[config.mk]
export PLATFORM = sky130hd
export DESIGN_NAME = clock_calendar_sequencer
export DESIGN_NICKNAME = d
export VERILOG_FILES = /design/src/rtl/clock_cal_pkg.sv /design/src/rtl/dim_lut.sv /design/src/rtl/clock_calendar_sequencer.sv
export SDC_FILE = /design/constraint.sdc
export NUM_CORES = 1
export LEC_CHECK = 0
export ABC_AREA = 1
export CORE_ASPECT_RATIO = 0.75
export CORE_MARGIN = 3
export CORE_UTILIZATION = 52
export CTS_CLUSTER_DIAMETER = 100
export DETAILED_ROUTE_END_ITERATION = 16
export GPL_TIMING_DRIVEN = 0
export PLACE_DENSITY = 0.81
export SLEW_MARGIN = 15
export SYNTH_ARGS = -nofsm -noshare
export SYNTH_HDL_FRONTEND = slang
export SYNTH_SLANG_ARGS = --single-unit
[constraint.sdc]
create_clock -name clk -period 2.95 [get_ports clk]
set_input_delay 0.4425 -clock clk [delete_from_list [all_inputs] [get_ports clk]]
set_output_delay 0.4425 -clock clk [all_outputs]
set_load 0.05 [all_outputs]
[src/rtl/clock_cal_pkg.sv]
// clock_cal_pkg: shared types and helpers for the clock/calendar sequencer.
//   state_t          - sequencer FSM states
//   F_*              - field-select encodings used by set_field (6/7 are no-ops)
//   SEC_MAX/HOUR_MAX/MON_MAX - set-mode upper bounds
//   days_in_month()  - month length from month number and low two year bits
package clock_cal_pkg;

    typedef enum logic [3:0] {
        ST_IDLE,
        ST_SEC,
        ST_MIN,
        ST_HOUR,
        ST_DAY,
        ST_MON,
        ST_YEAR,
        ST_SET,
        ST_CLAMP
    } state_t;

    localparam logic [2:0] F_SEC  = 3'd0;
    localparam logic [2:0] F_MIN  = 3'd1;
    localparam logic [2:0] F_HOUR = 3'd2;
    localparam logic [2:0] F_DAY  = 3'd3;
    localparam logic [2:0] F_MON  = 3'd4;
    localparam logic [2:0] F_YEAR = 3'd5;

    localparam logic [5:0] SEC_MAX  = 6'd59;
    localparam logic [5:0] HOUR_MAX = 6'd23;
    localparam logic [5:0] MON_MAX  = 6'd12;

    // Year is an offset from 2000, so year[1:0] == 0 is a leap year over
    // the whole 2000..2063 range (2000 itself is a leap year).
    function automatic logic [5:0] days_in_month(input logic [5:0] month,
                                                 input logic [1:0] year_lo);
        logic [5:0] d;
        case (month)
            6'd2:                      d = (year_lo == 2'd0) ? 6'd29 : 6'd28;
            6'd4, 6'd6, 6'd9, 6'd11:   d = 6'd30;
            default:                   d = 6'd31;
        endcase
        return d;
    endfunction

endpackage

[src/rtl/dim_lut.sv]
// dim_lut: days-in-month lookup.
//   month  in  6  current month (1..12)
//   yr     in  2  low two bits of the year offset
//   dim    out 6  number of days in that month
module dim_lut
    import clock_cal_pkg::*;
(
    input  logic [5:0] month,
    input  logic [1:0] yr,
    output logic [5:0] dim
);

    assign dim = days_in_month(month, yr);

endmodule

[src/rtl/clock_calendar_sequencer.sv]
// clock_calendar_sequencer: owns the time/date registers and time-shares one
// external 6-bit adder across them. A 1 Hz tick ripples carries one field per
// cycle (sec->min->hour->day->month->year); user set requests bump a single
// field with no carry, followed by a day clamp after month/year changes.
//   clk, rst_n            clock, synchronous active-low reset
//   tick_1hz              one-cycle advance strobe
//   set_req/set_field/set_dir  level set request, field select, direction
//   add_a/add_y/add_cin   adder operands out; add_sum/add_cout adder result in
//   sec..year             current field values (year = offset from 2000)
//   set_ack               registered one-cycle ack of a set request
//   busy                  FSM not idle
//   tick_missed           sticky: a tick arrived while one was already pending
// Optional: define CLOCK_SET_DECREMENT_EN to honour set_dir = 1 (decrement).
module clock_calendar_sequencer
    import clock_cal_pkg::*;
#(
    parameter logic [5:0] YEAR_RST = 6'd0,
    parameter bit         TICK_PRI = 1'b1
) (
    input  logic       clk,
    input  logic       rst_n,
    input  logic       tick_1hz,
    input  logic       set_req,
    input  logic [2:0] set_field,
    input  logic       set_dir,
    output logic [5:0] add_a,
    output logic [5:0] add_y,
    output logic       add_cin,
    input  logic [5:0] add_sum,
    input  logic       add_cout,
    output logic [5:0] sec,
    output logic [5:0] min,
    output logic [5:0] hour,
    output logic [5:0] day,
    output logic [5:0] month,
    output logic [5:0] year,
    output logic       set_ack,
    output logic       busy,
    output logic       tick_missed
);

    state_t     state, state_n;
    logic       tick_pend;
    logic [2:0] fld, fsel, wr_fld;
    logic [5:0] dim, cur, lim, hi, lo, wr_val;
    logic       wr_en, tick_go, set_go, dec;

`ifdef CLOCK_SET_DECREMENT_EN
    logic fdir;
    assign dec = fdir;
`else
    logic unused_set_dir;
    assign unused_set_dir = set_dir;
    assign dec = 1'b0;
`endif

    dim_lut u_dim (.month(month), .yr(year[1:0]), .dim(dim));

    // A tick can be taken straight from tick_1hz so the ripple starts the
    // very next cycle; a pending tick is served the same way.
    assign tick_go = (tick_1hz | tick_pend) & (TICK_PRI | ~set_req);
    assign set_go  = set_req & ~tick_go;
    assign busy    = (state != ST_IDLE);

    // Field being operated on: fixed by state during a ripple, latched
    // request field during SET/CLAMP.
    always_comb begin
        fsel = fld;
        case (state)
            ST_SEC:  fsel = F_SEC;
            ST_MIN:  fsel = F_MIN;
            ST_HOUR: fsel = F_HOUR;
            ST_DAY:  fsel = F_DAY;
            ST_MON:  fsel = F_MON;
            ST_YEAR: fsel = F_YEAR;
            default: fsel = fld;
        endcase
    end

    // Current value and set-mode bounds of the selected field.
    always_comb begin
        cur = 6'd0;
        hi  = 6'd63;
        lo  = 6'd0;
        case (fsel)
            F_SEC:   begin cur = sec;   hi = SEC_MAX;  end
            F_MIN:   begin cur = min;   hi = SEC_MAX;  end
            F_HOUR:  begin cur = hour;  hi = HOUR_MAX; end
            F_DAY:   begin cur = day;   hi = dim;     lo = 6'd1; end
            F_MON:   begin cur = month; hi = MON_MAX; lo = 6'd1; end
            F_YEAR:  begin cur = year;  end
            default: begin cur = 6'd0;  end
        endcase
    end

    always_comb begin
        state_n = state;
        add_a   = 6'd0;
        add_y   = 6'd0;
        add_cin = 1'b0;
        wr_en   = 1'b0;
        wr_fld  = fsel;
        wr_val  = add_sum;
        lim     = 6'd0;

        case (state)
            ST_SEC, ST_MIN: lim = 6'd60;
            ST_HOUR:        lim = 6'd24;
            ST_DAY:         lim = dim + 6'd1;
            ST_MON:         lim = 6'd13;
            default:        lim = 6'd0;
        endcase

        case (state)
            ST_IDLE: begin
                if (tick_go)     state_n = ST_SEC;
                else if (set_go) state_n = ST_SET;
            end
            ST_SEC, ST_MIN, ST_HOUR, ST_DAY, ST_MON: begin
                wr_en = 1'b1;
                if (add_sum == lim) begin
                    // Carry out of this field: write its wrap value (lo) and
                    // move on to the next field.
                    wr_val = lo;
                    case (state)
                        ST_SEC:  state_n = ST_MIN;
                        ST_MIN:  state_n = ST_HOUR;
                        ST_HOUR: state_n = ST_DAY;
                        ST_DAY:  state_n = ST_MON;
                        default: state_n = ST_YEAR;
                    endcase
                end else begin
                    state_n = ST_IDLE;
                end
            end
            ST_YEAR: begin
                wr_en   = 1'b1;
                wr_val  = add_cout ? 6'd0 : add_sum;
                state_n = ST_IDLE;
            end
            ST_SET: begin
                wr_en = (fld <= F_YEAR);
                if (dec) wr_val = (cur == lo) ? hi : add_sum;
                else     wr_val = (cur == hi) ? lo : add_sum;
                // Month/year changes can leave day past the new month end.
                state_n = (fld == F_MON || fld == F_YEAR) ? ST_CLAMP : ST_IDLE;
            end
            ST_CLAMP: begin
                wr_fld  = F_DAY;
                wr_en   = (day > dim);
                wr_val  = dim;
                state_n = ST_IDLE;
            end
            default: state_n = ST_IDLE;
        endcase

        if (state != ST_IDLE) begin
            add_a = cur;
            add_y = 6'd1;
            if (state == ST_SET && dec) begin
                add_y   = 6'b111110;
                add_cin = 1'b1;
            end
        end
    end

    always_ff @(posedge clk) begin
        if (!rst_n) begin
            state       <= ST_IDLE;
            sec         <= 6'd0;
            min         <= 6'd0;
            hour        <= 6'd0;
            day         <= 6'd1;
            month       <= 6'd1;
            year        <= YEAR_RST;
            set_ack     <= 1'b0;
            tick_missed <= 1'b0;
            tick_pend   <= 1'b0;
            fld         <= F_SEC;
`ifdef CLOCK_SET_DECREMENT_EN
            fdir        <= 1'b0;
`endif
        end else begin
            state       <= state_n;
            set_ack     <= (state == ST_SET && state_n == ST_IDLE) || (state == ST_CLAMP);
            tick_missed <= tick_missed | (tick_1hz & tick_pend);
            // When a tick is served, a pending one is consumed and a fresh
            // tick in the same cycle (if any) stays pending.
            if (state == ST_IDLE && tick_go) tick_pend <= tick_pend & tick_1hz;
            else                             tick_pend <= tick_pend | tick_1hz;
            if (state == ST_IDLE && set_go) begin
                fld <= set_field;
`ifdef CLOCK_SET_DECREMENT_EN
                fdir <= set_dir;
`endif
            end
            if (wr_en) begin
                case (wr_fld)
                    F_SEC:   sec   <= wr_val;
                    F_MIN:   min   <= wr_val;
                    F_HOUR:  hour  <= wr_val;
                    F_DAY:   day   <= wr_val;
                    F_MON:   month <= wr_val;
                    F_YEAR:  year  <= wr_val;
                    default: ;
                endcase
            end
        end
    end

endmodule

Word-level counts from Yosys, hierarchy flattened

Index checks and enable logic that the tools add are counted.

Register bits: 46
Input port bits: 15
Logic and storage cells: 91

Add/sub/neg operators: 1
Magnitude comparators: 2
Eq/ne operators: 27
Multiplexer cells: 22
Bitwise logic cells: 5
Reduce and logical (&&, ||, !) cells: 23

Operator list:

| cell                                                             | count |
|---|---|
| 6-bit case mux with 4 select lines                               | 3 |
| 6-bit case mux with 6 select lines                               | 1 |
| 6-bit two-way mux                                                | 4 |
| 3-bit == test (second input constant)                            | 6 |
| 3-bit case mux with 6 select lines                               | 1 |
| 4-bit by 3-bit == test with 1-bit output (second input constant) | 4 |
| 4-bit two-way mux                                                | 4 |
| 3-bit by 2-bit == test with 1-bit output (second input constant) | 4 |
| 6-bit by 3-bit == test with 1-bit output (second input constant) | 2 |
| 6-bit by 4-bit == test with 1-bit output (second input constant) | 2 |
| 6-bit == test                                                    | 2 |
| 3-bit case mux with 4 select lines                               | 1 |
| 4-bit case mux with 3 select lines                               | 1 |
| 6-bit case mux with 2 select lines                               | 1 |
| 2-bit AND reduction                                              | 6 |
| 4-bit by 2-bit == test with 1-bit output (second input constant) | 2 |
| 4-bit logical NOT                                                | 2 |
| 6-bit by 1-bit adder with 6-bit output (second input constant)   | 1 |
| 3-bit by 1-bit == test with 1-bit output (second input constant) | 2 |
| 6-bit by 2-bit == test with 1-bit output (second input constant) | 1 |
| 6-bit > comparator                                               | 1 |
| 3-bit logical NOT                                                | 2 |
| 2-bit OR reduction                                               | 3 |
| 6-bit OR reduction                                               | 1 |
| 15 further kinds                                                 | 23 |

Depth between registers and ports, before layout

Gate-level depths: netlist of run 1.

Word-level depth: 11
Gate-level depth with buffers: 23

Hierarchy

From an unflattened synthesis of run 1, not the netlist that was laid out.

Cell total of the unflattened synthesis: 503
Area total of the unflattened synthesis: 3234.4 um2

Modules (own cells, without submodules):

| module                   | instances | cells each | area an instance (um2) | sequential area each (um2) |
|---|---|---|---|---|
| clock_calendar_sequencer | 1         | 484        | 3141.8                 | 920.9 |
| dim_lut                  | 1         | 19         | 92.6                   | 0.0 |

Worst setup path after synthesis of run 1

Ideal clock, no wire load.

Kind: reg-to-output
From: reg state[0]
To: out add_a[2]
Arrival: 2.237 ns
Required time: 2.508 ns
Setup slack: 0.270 ns
Cell stages (with the launch flop): 14
Path buffers: 0
Cells stage by stage: dfxtp_1 > inv_2 > nand2_2 > nand2_2 > nand2_4 > o21ai_4 > inv_6 > nor2_4 > nand2_1 > inv_2 > nand2_1 > o21ai_1 > nor2_1 > a21oi_1

Word-level cells in the longest chain between the ends: 5
Elaborated cells between the ends (all ways): 16

Ends and longest elaborated chain:

| item                                                             | line                            | RTL |
|---|---|---|
| start: declaration                                               | clock_calendar_sequencer.sv:42  | `state_t state, state_n;` |
| start signal: assignment                                         | clock_calendar_sequencer.sv:184 | `state <= state_n;` |
| 4-bit by 3-bit == test with 1-bit output (tied with other cells) | clock_calendar_sequencer.sv:69  | `case (state)` |
| 3-bit case mux with 6 select lines                               | clock_calendar_sequencer.sv:69  |  |
| 3-bit == test (tied with other cells)                            | clock_calendar_sequencer.sv:85  | `case (fsel)` |
| 6-bit case mux with 6 select lines                               | clock_calendar_sequencer.sv:85  |  |
| 6-bit two-way mux (*)                                            | clock_calendar_sequencer.sv:157 | `if (state != ST_IDLE) begin` |
| end: declaration                                                 | clock_calendar_sequencer.sv:26  | `output logic [5:0] add_a,` |

Every way passes the cells marked *; elsewhere a longest branch is shown, timed or not.

Worst setup path after layout of run 1

From: reg state[2]
To: out add_a[2]

Same word-level chain as after synthesis.

==> results of run 1 <==
[kinds of logic after synthesis]
group                      after synthesis  share of synthesized area [%]
and+or+nand+nor                        272                           44.0
AOI/OAI and AO/OA                       76                           13.5
other                                    1                          0.120
adders and majority gates                2                          0.798
DFF                                     46                           29.4
buffers and inverters                   80                           10.8
xor gates and xnor gates                 5                           1.40
[repair_timing]
item,4_1_cts,5_1_grt
buffers inserted,0,4
gates resized for setup,25,32
pin swaps,0,5
endpoints found under the setup margin,6,43
[worst max path at each step]
stage / from / slack [ns] / end
after detailed placement: state[2] / -0.21 / add_a[2]
after global routing: state[2] / -0.007 / add_a[4]
final: state[2] / 0.13 / add_a[2]
after global placement: state[2] / -0.18 / add_a[2]
after CTS: state[2] / 0.007 / add_a[5]
after floorplan: state[0] / 0.27 / add_a[2]
[stage by stage]
| step | instance area, sq um | total power (W) | setup TNS, ns | utilization (%) | setup WS (ns) |
|---|---|---|---|---|---|
| floorplan | 3150 | 0.00127 | 0 | - | 0.270 |
| global placement | 3840 | 0.00149 | -0.671 | 68.7 | -0.177 |
| finish | 4040 | 0.00202 | 0 | 72.3 | 0.127 |
| global route | 4040 | 0.00210 | -0.0135 | 72.3 | -0.00741 |
| CTS | 3940 | 0.00198 | 0 | 70.6 | 0.00730 |
| detailed placement | 3840 | 0.00150 | -0.703 | 68.7 | -0.206 |
[routing by layer]
layer | GRT usage [%] | wire length [um]
met5 | 0 | 0
met4 | 6.47 | 178
met3 | 5.88 | 845
met2 | 42.4 | 4150
met1 | 38.4 | 4190
[layout by cell type (no fill, tap or decap), types with 6 or more instances in the layout]
cell type                         Yosys  final
sky130_fd_sc_hd__clkdlybuf4s50_1      0     53
sky130_fd_sc_hd__nand2_2              8      6
sky130_fd_sc_hd__inv_1               56     56
sky130_fd_sc_hd__clkbuf_8             0      6
sky130_fd_sc_hd__nand2_1             95     94
sky130_fd_sc_hd__dfxtp_1             46     43
sky130_fd_sc_hd__inv_2               10     10
sky130_fd_sc_hd__nand3_1             31     30
sky130_fd_sc_hd__o21ai_1              8      8
sky130_fd_sc_hd__nand3_2              8      9
sky130_fd_sc_hd__buf_4                7     15
sky130_fd_sc_hd__nor2_1              93     92
sky130_fd_sc_hd__nand4_1              9      9
sky130_fd_sc_hd__o21ai_0             37     36
sky130_fd_sc_hd__a21oi_1             22     22
sky130_fd_sc_hd__conb_1               1      6
sky130_fd_sc_hd__nand2_4              5      8
sky130_fd_sc_hd__nor2_4               8      8
[report_power, final]
group,leakage (nW),internal [W],switching [W],total (W)
sequential,0.375,0.000664,0.0000371,0.000701
clock,0.0573,0.000271,0.000223,0.000495
combinational,1.41,0.000262,0.000559,0.000821
total,1.84,0.00120,0.000819,0.00202
[cell usage after synthesis]
cell,instances,area share (%)
sky130_fd_sc_hd__nor2_1,93,11
sky130_fd_sc_hd__a21oi_1,22,3.5
sky130_fd_sc_hd__nand3b_1,1,0.24
sky130_fd_sc_hd__nand2_8,1,0.64
sky130_fd_sc_hd__nand2_1,95,11
sky130_fd_sc_hd__o21bai_1,2,0.48
sky130_fd_sc_hd__clkbuf_1,5,0.60
sky130_fd_sc_hd__a22oi_1,1,0.24
sky130_fd_sc_hd__xnor2_1,1,0.28
sky130_fd_sc_hd__nor3_1,2,0.32
sky130_fd_sc_hd__inv_1,56,6.7
sky130_fd_sc_hd__o21a_1,2,0.48
sky130_fd_sc_hd__nand3b_4,1,0.64
sky130_fd_sc_hd__dfxtp_1,46,29
sky130_fd_sc_hd__nand2_4,5,1.8
sky130_fd_sc_hd__nand3_4,1,0.56
sky130_fd_sc_hd__nand4_1,9,1.8
sky130_fd_sc_hd__a21boi_4,1,0.60
sky130_fd_sc_hd__nor2_2,2,0.40
sky130_fd_sc_hd__ha_1,2,0.80
sky130_fd_sc_hd__nand3_2,8,2.6
sky130_fd_sc_hd__nand2_2,8,1.6
sky130_fd_sc_hd__inv_6,1,0.28
sky130_fd_sc_hd__o211ai_1,1,0.24
sky130_fd_sc_hd__o21ai_4,1,0.52
sky130_fd_sc_hd__nand4_2,4,1.6
sky130_fd_sc_hd__nor3b_1,1,0.24
sky130_fd_sc_hd__a211oi_1,1,0.24
sky130_fd_sc_hd__nor2_4,8,2.9
sky130_fd_sc_hd__buf_6,1,0.36
sky130_fd_sc_hd__nor2_8,2,1.3
sky130_fd_sc_hd__conb_1,1,0.12
sky130_fd_sc_hd__o21ai_1,8,1.3
sky130_fd_sc_hd__o21ai_0,37,5.9
sky130_fd_sc_hd__xor2_1,4,1.1
sky130_fd_sc_hd__buf_4,7,1.7
sky130_fd_sc_hd__inv_2,10,1.2
sky130_fd_sc_hd__nand3_1,31,5.0
[registers in the layout (all words and copies together), names as in the netlist]
register / flops
day: 6
month: 6
fld: 3
set_ack: 1
min: 6
hour: 6
sec: 6
tick_pend: 1
year: 6
tick_missed: 1
state: 4
[layout make-up]
type | count | share of cell area [%]
Tap cell | 75 | 2.32
Sequential cell | 46 | 23.0
Clock inverter | 1 | 0.744
Clock buffer | 6 | 2.05
Inverter | 67 | 6.35
Buffer | 13 | 2.08
Multi-Input combinational cell | 361 | 48.5
Timing Repair Buffer | 63 | 15.0
[worst max-delay path: cells and delay by family, from the launching register on]
family | cells | cell delay (ns)
buffers and inverters | 6 | 0.65
DFF | 1 | 0.39
and+or+nand+nor | 7 | 0.77
AOI/OAI and AO/OA | 3 | 0.28
==> impl.org, run 1 <==
** Drt
- Avg WL per Cell :: 14.8 um
- The routed design has 9.37 mm of wire.
- Routed vias :: 3411
- For this run, the detailed router's first-pass iteration total came to 5.
- Via density :: 5.40
- Number of design-rule violations left by the first detailed-router iteration :: 259
- Antenna Nets Post-Route :: 0
- Total DRC errors in the routed layout :: 0

** Timing
- Number of endpoints failing setup at the final stage :: 0
- The worst path needs 2.82 ns of the cycle, external delays included.
- Slew at the pin closest to its max-slew limit :: 0.841 ns
- Headroom to the max-slew limit came out at 43.7%.
- Hold timing on the final database bottoms out at a slack of 0.454 ns.
- Peak Freq :: 354 MHz
- Number of hold violations in the final report :: 0
- On the final layout, the worst clock skew is 0.00929 ns.
- Max-slew violation count :: 0
- After layout, the worst path uses 95.7% of the clock period.

** Critical path
- Startpoint type of the worst setup path :: flop
- The cell that appears most often on the critical path is sky130_fd_sc_hd__inv_2.
- By startpoint and endpoint, the worst setup path is classified as flop to output port.
- Data arrives at the worst endpoint at 2.38 ns.
- In this run the critical register-to-register path is captured at month[2].
- At the worst endpoint, the required time is 2.51 ns.
- The slowest stage of the critical path is the sky130_fd_sc_hd__dfxtp_2 cell.
- Largest fanout on the critical path :: 7
- Traced cell by cell, the critical path runs through inv_2, nor2_4, nand2_2, nand2_4, inv_2, o21ai_4, buf_4, inv_6, nor2_4, nand2_1, inv_2, nand2_1, o21ai_2, nor2_1, a21oi_1, buf_4.
- The worst setup path is captured at an output port.
- Cells on worst reg2reg path :: 20
- The startpoint identified for the worst register-to-register timing path is state[2].
- The setup check on the worst reg-to-reg path leaves a slack of 0.23 ns.
- The largest single stage delay on the critical path is 0.39 ns.

** Floorplan
- Starting Density :: 56.1%
- Area of the core :: 5580 sq um
- Floorplan row count :: 23
- Boundary pin count :: 67
- The die covers 7000 sq um.
- Die Span Y :: 73.2 um
- The die is 95.6 um wide.

** Pwr
- Power spread over the standard cell area amounts to 500 nW/um^2.
- Summed over all cells, the static leakage comes to 1.84 nW.
- Worst voltage drop across the vdd grid :: 275 uV

** Cells and area
- Area of the multi-input gates :: 1960 sq um
- Antenna cell count :: 0
- Fill cell instance count of the final layout :: 467
- Area grow syn2layout :: 28.8%
- The post-route netlist has 15.4% of its cells at a drive strength greater than 1.
- In the final design database the tool counted 574 nets.
- For this run, the number of standard cells in the final layout without fillers is 632.
- Registers take 927 sq um.

** Global routing
- First-pass GRT wire length :: 14.8 mm
- Antenna violations before repair :: 0
- The number of global-route vias before repair is 3018.
- Entering global routing, the biggest net connects 14 pins.
- Across every metal layer, demand over resource in global routing totals 27.2%.
- Final global-route overflow total :: 0

** Logic synthesis
- After synthesis, the netlist uses 38 different library cells.
- Synthesized netlist cell count :: 482
- Sequential fraction of the synthesis area :: 29.4%
- Summing every instance area after synthesis gives 3130 sq um.
- Each instance of the synthesized netlist takes up on average 6.50 sq um.
- In this run, synthesis produced a sequential element count of 46.
- For this run, the number of Yosys warnings is 0.

** Clock tree
- The cell sitting at the root of the clock tree is a sky130_fd_sc_hd__clkbuf_8.
- In this run the deepest clock path goes through 2 buffers.
- Post-cts hold buffer count :: 0
- Number of CTS-inserted buffers :: 5
- Sinks on the clock net :: 46
- Clock latency on the worst-skew pair :: 0.31 ns
- The H-tree was split into 2 levels.
- Clock transition at the registers of the reported paths :: 0.09 ns
- Clock tree from TritonCTS :: built

** Worst hold path
- Worst Hold Endpoint :: tick_missed
- The worst hold path passes through 2 cells.
- The worst hold path begins at tick_missed.
- The worst hold path belongs to the class flop to flop.

** Place
- Dpl cells :: 621
- After legalization and detailed placement, the total HPWL measured 7.10 mm.
- I/O Buffers :: 59
- Placer congestion estimate :: 0.967

** Run status
- Run status :: completed

** Run
- The tool flagged a number of max-cap violations equal to 0.
Power figures use the tool's default switching activity.
==> inputs of run 2 (changes only) <==
GPL_ROUTABILITY_DRIVEN = 0   (was unset)
==> impl.org, run 2 (synthesis gave the netlist of run 1 again) <==
** Drt
- First-pass iteration count of the detailed router :: 5 (unchanged)
- The violation count after the first detailed-routing iteration came to 269 (+3.9%).
- Via density :: 5.45 (+1.0%)
- Avg WL per Cell :: 15.2 um (+2.3%)
- The via count came to 3446 (+1.0%).
- The residual antenna-violating net count after detailed routing was 0 (unchanged).
- The routed wire length is 9.58 mm (+2.3%).
- The number of remaining DRC errors came to 0 (unchanged).

** Cells and area
- Ratio of cells with drive above 1 in the final layout :: 14.9% (-0.54 points)
- Area grow syn2layout :: 27.4%
- The library cell used most frequently in the layout, excluding fill and tap cells, is sky130_fd_sc_hd__nand2_1.
- The final net count came to 573 (-0.17%).
- The antenna cell count is 0 (unchanged).
- Commonest non-fill, non-tap cells in the layout :: sky130_fd_sc_hd__nand2_1 (94), sky130_fd_sc_hd__nor2_1 (92), sky130_fd_sc_hd__inv_1 (56)
- The final instance area is 3990 sq um (-1.1%).

** Timing
- Number of endpoints failing setup at the final stage :: 0 (unchanged)
- Number of hold violations in the final report :: 0 (unchanged)
- The share of the cycle needed by the critical path after routing was 95.2% (-0.52 points).
- Max-Slew Margin vs Limit :: 38.5% (-5.2 points)
- The final critical-path required period was 2.81 ns (-0.0154 ns).
- The actual transition at the worst max-transition pin was 0.913 ns (+0.0717 ns).
- The number of slew-limit violations in the final report came to 0 (unchanged).
- The worst clock skew on the final layout was 0.00645 ns (-0.00284 ns).
- The worst hold slack across all endpoints is 0.451 ns (-0.00306 ns).
- TNS Setup :: 0 ns (unchanged)
- The maximum clock rate is 356 MHz (+0.55%).

** Clock tree
- The number of sinks handled by clock tree synthesis came to 46 (unchanged).
- Number of H-tree levels :: 2 (unchanged)
- Clock tree synthesis selected as its root buffer the cell sky130_fd_sc_hd__clkbuf_8.
- TritonCTS built the clock tree.
- The worst-skew pair later-pin latency came to 0.30 ns (about the same).
- Largest buffer count on any clock path :: 2 (unchanged)
- Clock transition at the registers of the reported paths :: 0.08 ns (about the same)
- Number of CTS-inserted buffers :: 5 (unchanged)
- Post-cts hold buffer count :: 0 (unchanged)

** Place
- Post-DP HPWL :: 7.19 mm (+1.3%)
- The post-placement cell area is 3840 sq um (unchanged).
- I/O Buffers :: 59 (unchanged)

** Worst hold path
- The min-delay analysis places its worst path in the category flop to flop.

** Floorplan
- Starting Density :: 56.1% (unchanged)
- Floorplan row count :: 23 (unchanged)
- The width of the chip was 95.6 um (unchanged).
- The y dimension of the die is 73.2 um (unchanged).
- Boundary pin count :: 67 (unchanged)
- The core area is 5580 sq um (unchanged).
- The die area came to 7000 sq um (unchanged).

** Global routing
- Vias in the first global route :: 3264 (+8.2%)
- The initial antenna violation count is 0 (unchanged).
- Final global-route overflow total :: 0 (unchanged)
- Pin count of the biggest net entering global routing :: 14 (unchanged)
- The global-route total usage across every layer is 28.3% (+1.1 points).
- The wire length of the first global-routing pass is 15.4 mm (+4.4%).

** Critical path
- The data arrival time at the worst-slack endpoint is 2.37 ns (about the same).
- The worst setup path is captured at an output port.
- Critical path data required time :: 2.51 ns (about the same)
- Startpoint type of the worst setup path :: flop
- Kind of critical path :: flop to output port
- Largest fanout on the critical path :: 10 (+3)

** Pwr
- The maximum vdd drop is 281 uV (+2.3%).
- Power Density :: 496 nW/um^2 (-0.74%)
- The leakage component of the power came to 1.83 nW (-0.82%).

** Run status
- Run status :: completed

** Run
- The number of violations of the max-capacitance limit was 0 (unchanged).
[run 2: cell type report]
class	count	area [sq um]
Multi-Input combinational cell	361	1940
Sequential cell	46	925
Clock buffer	7	76.3
Timing Repair Buffer	62	591
Clock inverter	1	30.0
Tap cell	75	93.8
Inverter	67	256
Fill cell	469	1590
Buffer	13	83.8
[run 2: worst paths after layout]
| check | from | endpoint | slack, ns | depth (start not counted) |
|---|---|---|---|---|
| worst max-delay path | state[0] | add_a[1] | 0.14 | 15 |
| worst min-delay path | tick_missed | tick_missed | 0.45 | 2 |
| worst max register to register | state[2] | year[2] | 0.24 | 20 |
| worst min register to register | tick_missed | tick_missed | 0.45 | 2 |
[run 2: layer usage]
layer / routed length, um / GRT usage (%)
met2: 4350 / 45.5
met3: 891 / 5.15
met1: 4160 / 39.4
met4: 172 / 6.62
met5: 0 / 0
[run 2: per-stage QoR]
step | worst slack (ns) | power, W | util [%] | cells
5_1_grt | -0.00641 | 0.00207 | 71.5 | 632
4_1_cts | 0.00556 | 0.00195 | 70.1 | 629
6_report | 0.142 | 0.00198 | 71.5 | 632
2_1_floorplan | 0.270 | 0.00127 | - | 487
3_5_place_dp | -0.194 | 0.00150 | 68.7 | 621
3_3_place_gp | -0.163 | 0.00149 | 68.7 | 621
[run 2: report_power, final]
group | internal [W] | total, W | leakage, nW | switching (W)
registers | 0.000664 | 0.000701 | 0.375 | 0.0000377
clock network | 0.000254 | 0.000465 | 0.0524 | 0.000212
logic | 0.000257 | 0.000814 | 1.40 | 0.000557
total | 0.00117 | 0.00198 | 1.83 | 0.000807
[run 2: what timing repair did]
action	in CTS	in global routing
setup endpoints to repair	7	35
hold endpoints to repair	0	0
resized for setup	31	20
setup buffers	0	3
pin swaps	0	3
[run 2: worst max-delay path, stage by stage (launching register included)]
cell                      delay [ns]
sky130_fd_sc_hd__dfxtp_2        0.35
sky130_fd_sc_hd__inv_2          0.08
sky130_fd_sc_hd__nand2_2        0.10
sky130_fd_sc_hd__nand2_2        0.11
sky130_fd_sc_hd__nand2_4        0.10
sky130_fd_sc_hd__nor2_8         0.15
sky130_fd_sc_hd__nand2_1        0.08
sky130_fd_sc_hd__nand2_2        0.11
sky130_fd_sc_hd__buf_6          0.18
sky130_fd_sc_hd__nand2_2        0.10
sky130_fd_sc_hd__inv_2          0.09
sky130_fd_sc_hd__nand2_1        0.05
sky130_fd_sc_hd__nand2_1        0.07
sky130_fd_sc_hd__inv_2          0.05
sky130_fd_sc_hd__a21oi_1        0.16
sky130_fd_sc_hd__buf_2          0.29
==> inputs of run 3 (changes only) <==
CAP_MARGIN = 20   (was unset)
==> results of run 3 <==
Final layout, timing and power as in run 2 (identical DEF).
